File: config.mk
export PLATFORM = sky130hd
export DESIGN_NAME = basic_gates_df_unit
export DESIGN_NICKNAME = d
export VERILOG_FILES = /design/src/rtl/basic_gates_df_unit.sv
export SDC_FILE = /design/constraint.sdc
export NUM_CORES = 1
export LEC_CHECK = 0
export CAP_MARGIN = 20
export CORE_AREA = 2 2 39 41
export CTS_CLUSTER_DIAMETER = 40
export DETAILED_ROUTE_END_ITERATION = 8
export DIE_AREA = 0 0 41 43
export MAX_ROUTING_LAYER = met4
export PLACE_DENSITY_LB_ADDON = 0.2
export SLEW_MARGIN = 10
export SYNTH_ARGS = -nofsm -noshare
export SYNTH_HDL_FRONTEND = slang
export SYNTH_SLANG_ARGS = --single-unit
File: constraint.sdc
create_clock -name clk -period 1.2 [get_ports clk]
set_clock_uncertainty 0.2 [all_clocks]
set_input_delay 0.12 -clock clk [delete_from_list [all_inputs] [get_ports clk]]
set_output_delay 0.12 -clock clk [all_outputs]
set_load 0.02 [all_outputs]
File: src/rtl/basic_gates_df_unit.sv
// Bit-parallel AND/OR/NOT leaf: combinational results plus a one-cycle registered
// copy (with an op_sel-chosen result) qualified by out_valid.
module basic_gates_df_unit #(
    parameter int WIDTH = 1
) (
    input  logic             clk,
    input  logic             rst,
    input  logic [WIDTH-1:0] a,
    input  logic [WIDTH-1:0] b,
    input  logic             in_valid,
    input  logic [1:0]       op_sel,
    output logic [WIDTH-1:0] y_and,
    output logic [WIDTH-1:0] y_or,
    output logic [WIDTH-1:0] y_not,
    output logic [WIDTH-1:0] q_and,
    output logic [WIDTH-1:0] q_or,
    output logic [WIDTH-1:0] q_not,
    output logic [WIDTH-1:0] q_sel,
    output logic             out_valid
);

    function automatic logic [WIDTH-1:0] sel_result(
        input logic [1:0]       op,
        input logic [WIDTH-1:0] x,
        input logic [WIDTH-1:0] z
    );
        case (op)
            2'b00:   sel_result = x & z;
            2'b01:   sel_result = x | z;
            2'b10:   sel_result = ~x;
            default: sel_result = ~z;
        endcase
    endfunction

    logic [WIDTH-1:0] w_and;
    logic [WIDTH-1:0] w_or;
    logic [WIDTH-1:0] w_not;
    logic [WIDTH-1:0] w_sel;

    assign w_and = a & b;
    assign w_or  = a | b;
    assign w_not = ~a;
    assign w_sel = sel_result(op_sel, a, b);

    assign y_and = w_and;
    assign y_or  = w_or;
    assign y_not = w_not;

    logic [WIDTH-1:0] r_and_p1;
    logic [WIDTH-1:0] r_or_p1;
    logic [WIDTH-1:0] r_not_p1;
    logic [WIDTH-1:0] r_sel_p1;
    logic             r_vld_p1;

    // p0 -> p1: capture on in_valid; reset clears data too, including q_not
    always_ff @(posedge clk) begin
        if (rst) begin
            r_and_p1 <= '0;
            r_or_p1  <= '0;
            r_not_p1 <= '0;
            r_sel_p1 <= '0;
            r_vld_p1 <= 1'b0;
        end else begin
            r_vld_p1 <= in_valid;
            if (in_valid) begin
                r_and_p1 <= w_and;
                r_or_p1  <= w_or;
                r_not_p1 <= w_not;
                r_sel_p1 <= w_sel;
            end
        end
    end

    assign q_and     = r_and_p1;
    assign q_or      = r_or_p1;
    assign q_not     = r_not_p1;
    assign q_sel     = r_sel_p1;
    assign out_valid = r_vld_p1;

endmodule

# == After elaboration in Yosys (flattened, before gate mapping) ==
# Index checks and enable logic that the tools add are counted.
# totals
input_bits,7
output_inout_bits,8
register_bits,5
# classes
bitwise,4
eq_ne,2
n_reduce_logical,1
mux,1
# op_table
cell,n
1-bit one-hot mux with 3 select lines,1
2-bit by 1-bit == test with 1-bit output (second input constant),1
2-bit == test (second input constant),1
2-bit zero test,1
1-bit inverter,2
1-bit AND,1
1-bit OR,1

# == Longest topological paths before layout ==
# Gate-level depths: netlist of run 1.
# depth
ltp_word,2
ltp_mapped,3

# == Worst setup path before layout of run 1 ==
# OpenSTA, ideal clock, no wires.
# synth_path
path_type,in2reg
from,in b
to,reg r_or_p1 (netlist: q_or)
slack_ns,0.235
setup_time_ns,0.114
arrival_ns,0.650
cell_stages,3
path_cell_list,or2_2 mux2i_1 nor2_1
# synth_between
elab_chain_cells,1
# synth_rtl
element,line,text
"start, declared",9,"input logic [WIDTH-1:0] b,"
1-bit OR,41,assign w_or = a | b;
"end signal, assigned",67,r_or_p1 <= w_or;
"end, declared",50,logic [WIDTH-1:0] r_or_p1;
# No other way between the ends.
# A chain may end at the register's enable or synchronous reset.

# == Worst setup path after layout of run 1 ==
# layout_path
from,reg r_vld_p1 (netlist: out_valid)
to,out out_valid
# layout_rtl
element,line,text
"start, declared",53,logic r_vld_p1;
"start signal, assigned",64,r_vld_p1 <= in_valid;
"end, declared",19,output logic out_valid
# No word-level cell between the ends.

==> impl_metrics.tcl, run 1 <==
set metrics [dict create \
    syn_to_final_growth_pct 82.0 \
    crit_fanout 1 \
    peakVddDrop_mv 0.690 \
    grt_max_degree 6 \
    post-route-util_pct 28.3 \
    grt_pass1_vias 180 \
    ys_seq_area_share_pct 46.5 \
    h-tree-depth 1 \
    drt-total-wl_um 529 \
    cp.arrival_ns 0.83 \
    leakagePower_nw 0.190 \
    yosysTopAreaCell "dfxtp_1" \
    drive_above_1_share_pct 40.0 \
    portBuffers 14 \
    synth.most_common_cell "dfxtp_1" \
    crit_required_ns 0.88 \
    path_buf_inv 1 \
    synthTopCellsByCount "5 x dfxtp_1, 4 x mux2i_1, 4 x nor2_1" \
    holdPathStages 3 \
    clk_pin_slew_worst_paths_ns 0.04 \
    period_needed_ns 1.15 \
    design_area_um2 392 \
    n_antenna_cell 0 \
    synth.top_cells.by_area "dfxtp_1 47%, mux2i_1 19%, nor2_1 7.0%" \
    path_class "flop to output pin" \
    yosys_warnings 0 \
    tightest_slew_ns 0.222 \
    rsz0062_at_grt "false" \
    post_cts_buffers 0 \
    dieArea_um2 1760 \
    ant_nets 0 \
    critPathMaxStageDelay_ns 0.30 \
    nNetsFinal 48 \
    status "finished clean" \
    rows 14 \
    synthArstFlopShare_pct 0 \
    max_slew_margin_pct 85.2 \
    drtIter0Drc 0 \
    slew_viol_final 0 \
    setup_violations 0 \
    path_cells "clkdlybuf4s15_1" \
    cts_hold_buf 0 \
    nFillCells 159 \
    cts_buffers 3 \
    cts.sinks 5 \
    die_y_um 43 \
    initial_core_util_pct 15.6 \
    synth-seq-cells 5 \
    grt_usage_pct 7.00 \
    root_buffer "clkbuf_4" \
    fin_cells 56 \
    r2r_cells 2 \
    hold_viol 0 \
    hp-class "input pin to flop" \
    syn_area_per_cell_um2 10.2 \
    die_x_um 41 \
    antenna_found_initial 0 \
    cpMaxStageDelayCell "dfxtp_1" \
    drc 0 \
    synth_fp_nets 28 \
    cp_top_family "flip-flops" \
    startpoint_type "flop" \
    wire_per_inst_um 9.45 \
    synth-main-ff-cell "dfxtp_1" \
    grt_pass1_wl_um 738 \
    finalPower_mw 0.475 \
    cts_tree "built" \
    synth_edf_count 0 \
    clock_latency_ns 0.24 \
    drtPass1Iterations 1 \
    maxCapViolCount 0 \
    fmax_mhz 867 \
    dp_cells 52 \
    power_density_nw_per_um2 1210 \
    synth_top_area_share_pct 46.5 \
    clockBufferDepth 2 \
    cp.depth 1 \
    pin_count 15 \
    viasPerCell 3.84 \
    finalCritPeriodShare_pct 96.1 \
    post_dp_cell_area_um2 385 \
    endpoint_kind "output pin" \
    grt_overflow 0 \
    syn-cell-area_um2 215 \
    synthDistinctLibCells 11 \
    gp_congestion 0.574 \
    core_area_um2 1380 \
    synthCells 21 \
    vias 215 \
]
## per-stage QoR
stage | setup WS [ns] | setup TNS [ns] | hold slack (ns)
global route | 0.0163 | 0 | 0.181
floorplan | 0.235 | 0 | -0.0154
detailed placement | -0.572 | -2.53 | 0.272
CTS | 0.00235 | 0 | 0.149
global placement | -0.566 | -2.50 | 0.274
finish | 0.0468 | 0 | 0.175
## area by class of cell
type                       count  area (um2)  share of cell area [%]
inverter                       1        3.75                   0.958
multi-input combinational     14         110                    28.1
tap                           16        20.0                    5.11
clock buffer                   4        26.3                    6.71
timing repair buffer          16         131                    33.5
sequential                     5         100                    25.6
## timing repair
action / 4_1_cts / 5_1_grt
pin swaps: 0 / 0
gates resized for setup: 24 / 8
endpoints found under the setup margin: 9 / 7
## worst paths after layout
kind | endpoint | start | slack [ns]
setup / recovery | out_valid | out_valid | 0.05
hold / removal | q_not | a | 0.17
setup reg to reg | q_sel | q_sel | 0.37
hold reg to reg | q_not | q_not | 0.28
## power by group
part           switching, mW  internal (mW)
sequential           0.00425          0.178
combinational         0.0502         0.0509
clock                 0.0669          0.126
## cell families after synthesis
family,count (synthesis),synth area share (%)
AOI/OAI and AO/OA,2,9.30
adders and majority gates,1,5.23
buffers and inverters,2,4.07
DFF,5,46.5
muxes,4,18.6
and+or+nand+nor,7,16.3
## metal layers
metal	vias up	wire (um)	part of all wire (%)	track usage (%)
met5	-	0	0	-
met4	0	0	0	4.00
met3	0	90	17	7.85
met2	13	208	39	7.19
met1	94	230	43	7.72
li1	108	-	-	-
## placed cells by master, fill, tap and decap left out, types with 2 or more instances in the layout
cell / n
dfxtp_1: 5
mux2i_1: 4
nor2_1: 4
clkbuf_2: 4
buf_4: 4
clkbuf_4: 3
clkdlybuf4s50_1: 3
dlygate4sd2_1: 2
## registers in the layout (all words and copies together) (netlist names)
register,cells
q_sel,1
q_and,1
q_not,1
q_or,1
out_valid,1
Note: power is estimated with default switching activity, not from simulation.
==> inputs of run 2 (changes only) <==
--- a/config.mk
+++ b/config.mk
@@ -7,11 +7,11 @@
 export LEC_CHECK = 0
 export CAP_MARGIN = 20
 export CORE_AREA = 2 2 39 41
-export CTS_CLUSTER_DIAMETER = 40
 export DETAILED_ROUTE_END_ITERATION = 8
 export DIE_AREA = 0 0 41 43
 export MAX_ROUTING_LAYER = met4
 export PLACE_DENSITY_LB_ADDON = 0.2
+export REMOVE_ABC_BUFFERS = 1
 export SLEW_MARGIN = 10
 export SYNTH_ARGS = -nofsm -noshare
 export SYNTH_HDL_FRONTEND = slang
==> constraint.sdc (replaced) <==
create_clock -name clk -period 1.24 [get_ports clk]
set_clock_uncertainty 0.2 [all_clocks]
set_input_delay 0.124 -clock clk [delete_from_list [all_inputs] [get_ports clk]]
set_output_delay 0.124 -clock clk [all_outputs]
set_load 0.02 [all_outputs]
==> impl_metrics.tcl, run 2 (synthesized netlist as in run 1, its figures left out) <==
set metrics [dict create \
    grt_overflow 0 \
    multiInputGateArea_um2 110 \
    hp-class "input pin to flop" \
    dieArea_um2 1760 \
    grt_pass1_wl_um 910 \
    hold_viol 0 \
    setup_violations 0 \
    path_class "flop to output pin" \
    design_area_um2 404 \
    path_buf_inv 1 \
    path_cells "clkdlybuf4s15_1" \
    grt_most_used_layer "met2" \
    clock_latency_ns 0.24 \
    n_antenna_cell 0 \
    clockBufferDepth 2 \
    finalCritPeriodShare_pct 96.7 \
    grtUsageMet3_pct 7.85 \
    crit_fanout 2 \
    period_needed_ns 1.20 \
    met1_usage_pct 9.00 \
    initial_core_util_pct 15.6 \
    vias 216 \
    layout_commonest_cell "dfxtp_1" \
    viasPerCell 3.79 \
    cts.sinks 5 \
    grt_max_degree 6 \
    cpMaxStageDelayCell "dfxtp_1" \
    hpwl_um 412 \
    die_y_um 43 \
    fin_cells 57 \
    cp.arrival_ns 0.88 \
    cp_top_family "flip-flops" \
    critPathMaxStageDelay_ns 0.33 \
    drive_above_1_share_pct 36.6 \
    drtPass1Iterations 1 \
    met2_usage_pct 10.9 \
    root_buffer "clkbuf_4" \
    antenna_found_initial 0 \
    portBuffers 14 \
    max_slew_margin_pct 84.9 \
    grt_usage_pct 8.33 \
    tightest_slew_ns 0.226 \
    slew_viol_final 0 \
    drtIter0Drc 0 \
    post_dp_cell_area_um2 393 \
    mostFrequentLayoutCells "5 x dfxtp_1, 4 x nor2_1, 4 x buf_4" \
    syn_to_final_growth_pct 87.8 \
    die_x_um 41 \
    rows 14 \
    drt-total-wl_um 538 \
    cts_tree "built" \
    wire_per_inst_um 9.44 \
    crit_required_ns 0.92 \
    startpoint_type "flop" \
    regArea_um2 100 \
    status "finished clean" \
    fin_hold_ws_ns 0.158 \
    nNetsFinal 49 \
    clk_pin_slew_worst_paths_ns 0.04 \
    drc 0 \
    rsz0062_at_grt "false" \
    leakagePower_nw 0.193 \
    core_area_um2 1380 \
    gp_congestion 0.620 \
    h-tree-depth 1 \
    grt_pass1_vias 215 \
    cts_buffers 3 \
    nFillCells 161 \
    maxCapViolCount 0 \
    fmax_mhz 834 \
    ant_nets 0 \
    endpoint_kind "output pin" \
    peakVddDrop_mv 0.526 \
    power_density_nw_per_um2 1150 \
    dp_cells 53 \
    pin_count 15 \
]
## run 2: worst paths after layout
check / startpoint / endpoint / slack, ns / cells past startpoint
worst min register to register: q_not / q_not / 0.28 / 2
worst min-delay path: a / q_not / 0.16 / 3
worst max register to register: q_sel / q_sel / 0.41 / 2
worst max-delay path: q_and / q_and / 0.04 / 1
## run 2: cell type report
| type | count | area share, % |
|---|---|---|
| clock buffer | 4 | 6.50 |
| inverter | 1 | 0.929 |
| multi-input combinational | 14 | 27.2 |
| sequential | 5 | 24.8 |
| tap | 16 | 4.95 |
| timing repair buffer | 17 | 35.6 |
## run 2: stage by stage
step                      setup slack (ns)  total power [mW]  util, %  TNS, ns
after floorplan                      0.271             0.223        -        0
after global placement              -0.534             0.291     28.4    -2.20
after detailed placement            -0.538             0.291     28.4    -2.29
after CTS                          0.00270             0.472     29.0        0
after global routing               0.00490             0.492     29.2        0
final                               0.0408             0.463     29.2        0
## run 2: repair_timing
| action | in CTS | in global routing |
|---|---|---|
| endpoints found under the setup margin | 9 | 6 |
| hold buffers | 0 | 0 |
| gates cloned | 0 | 0 |
| buffers inserted | 0 | 0 |
| gates resized for setup | 17 | 9 |
## run 2: routing by layer
layer	vias to the layer above	part of all wire, %
met5	-	0
met4	0	0
met3	0	14
met2	12	42
met1	94	43
li1	110	-
## run 2: report_power, final
group          switching, mW  internal, mW  leakage [nW]
Clock                 0.0645         0.122        0.0150
Sequential           0.00462         0.172        0.0415
Combinational         0.0494        0.0513         0.136
Total                  0.118         0.345         0.193
## run 2: tightest hold or removal path, delay by kind of cell
kind                   cells  cell delay (ns)
buffers and inverters      2             0.37
AO/OA/AOI/OAI              1             0.05
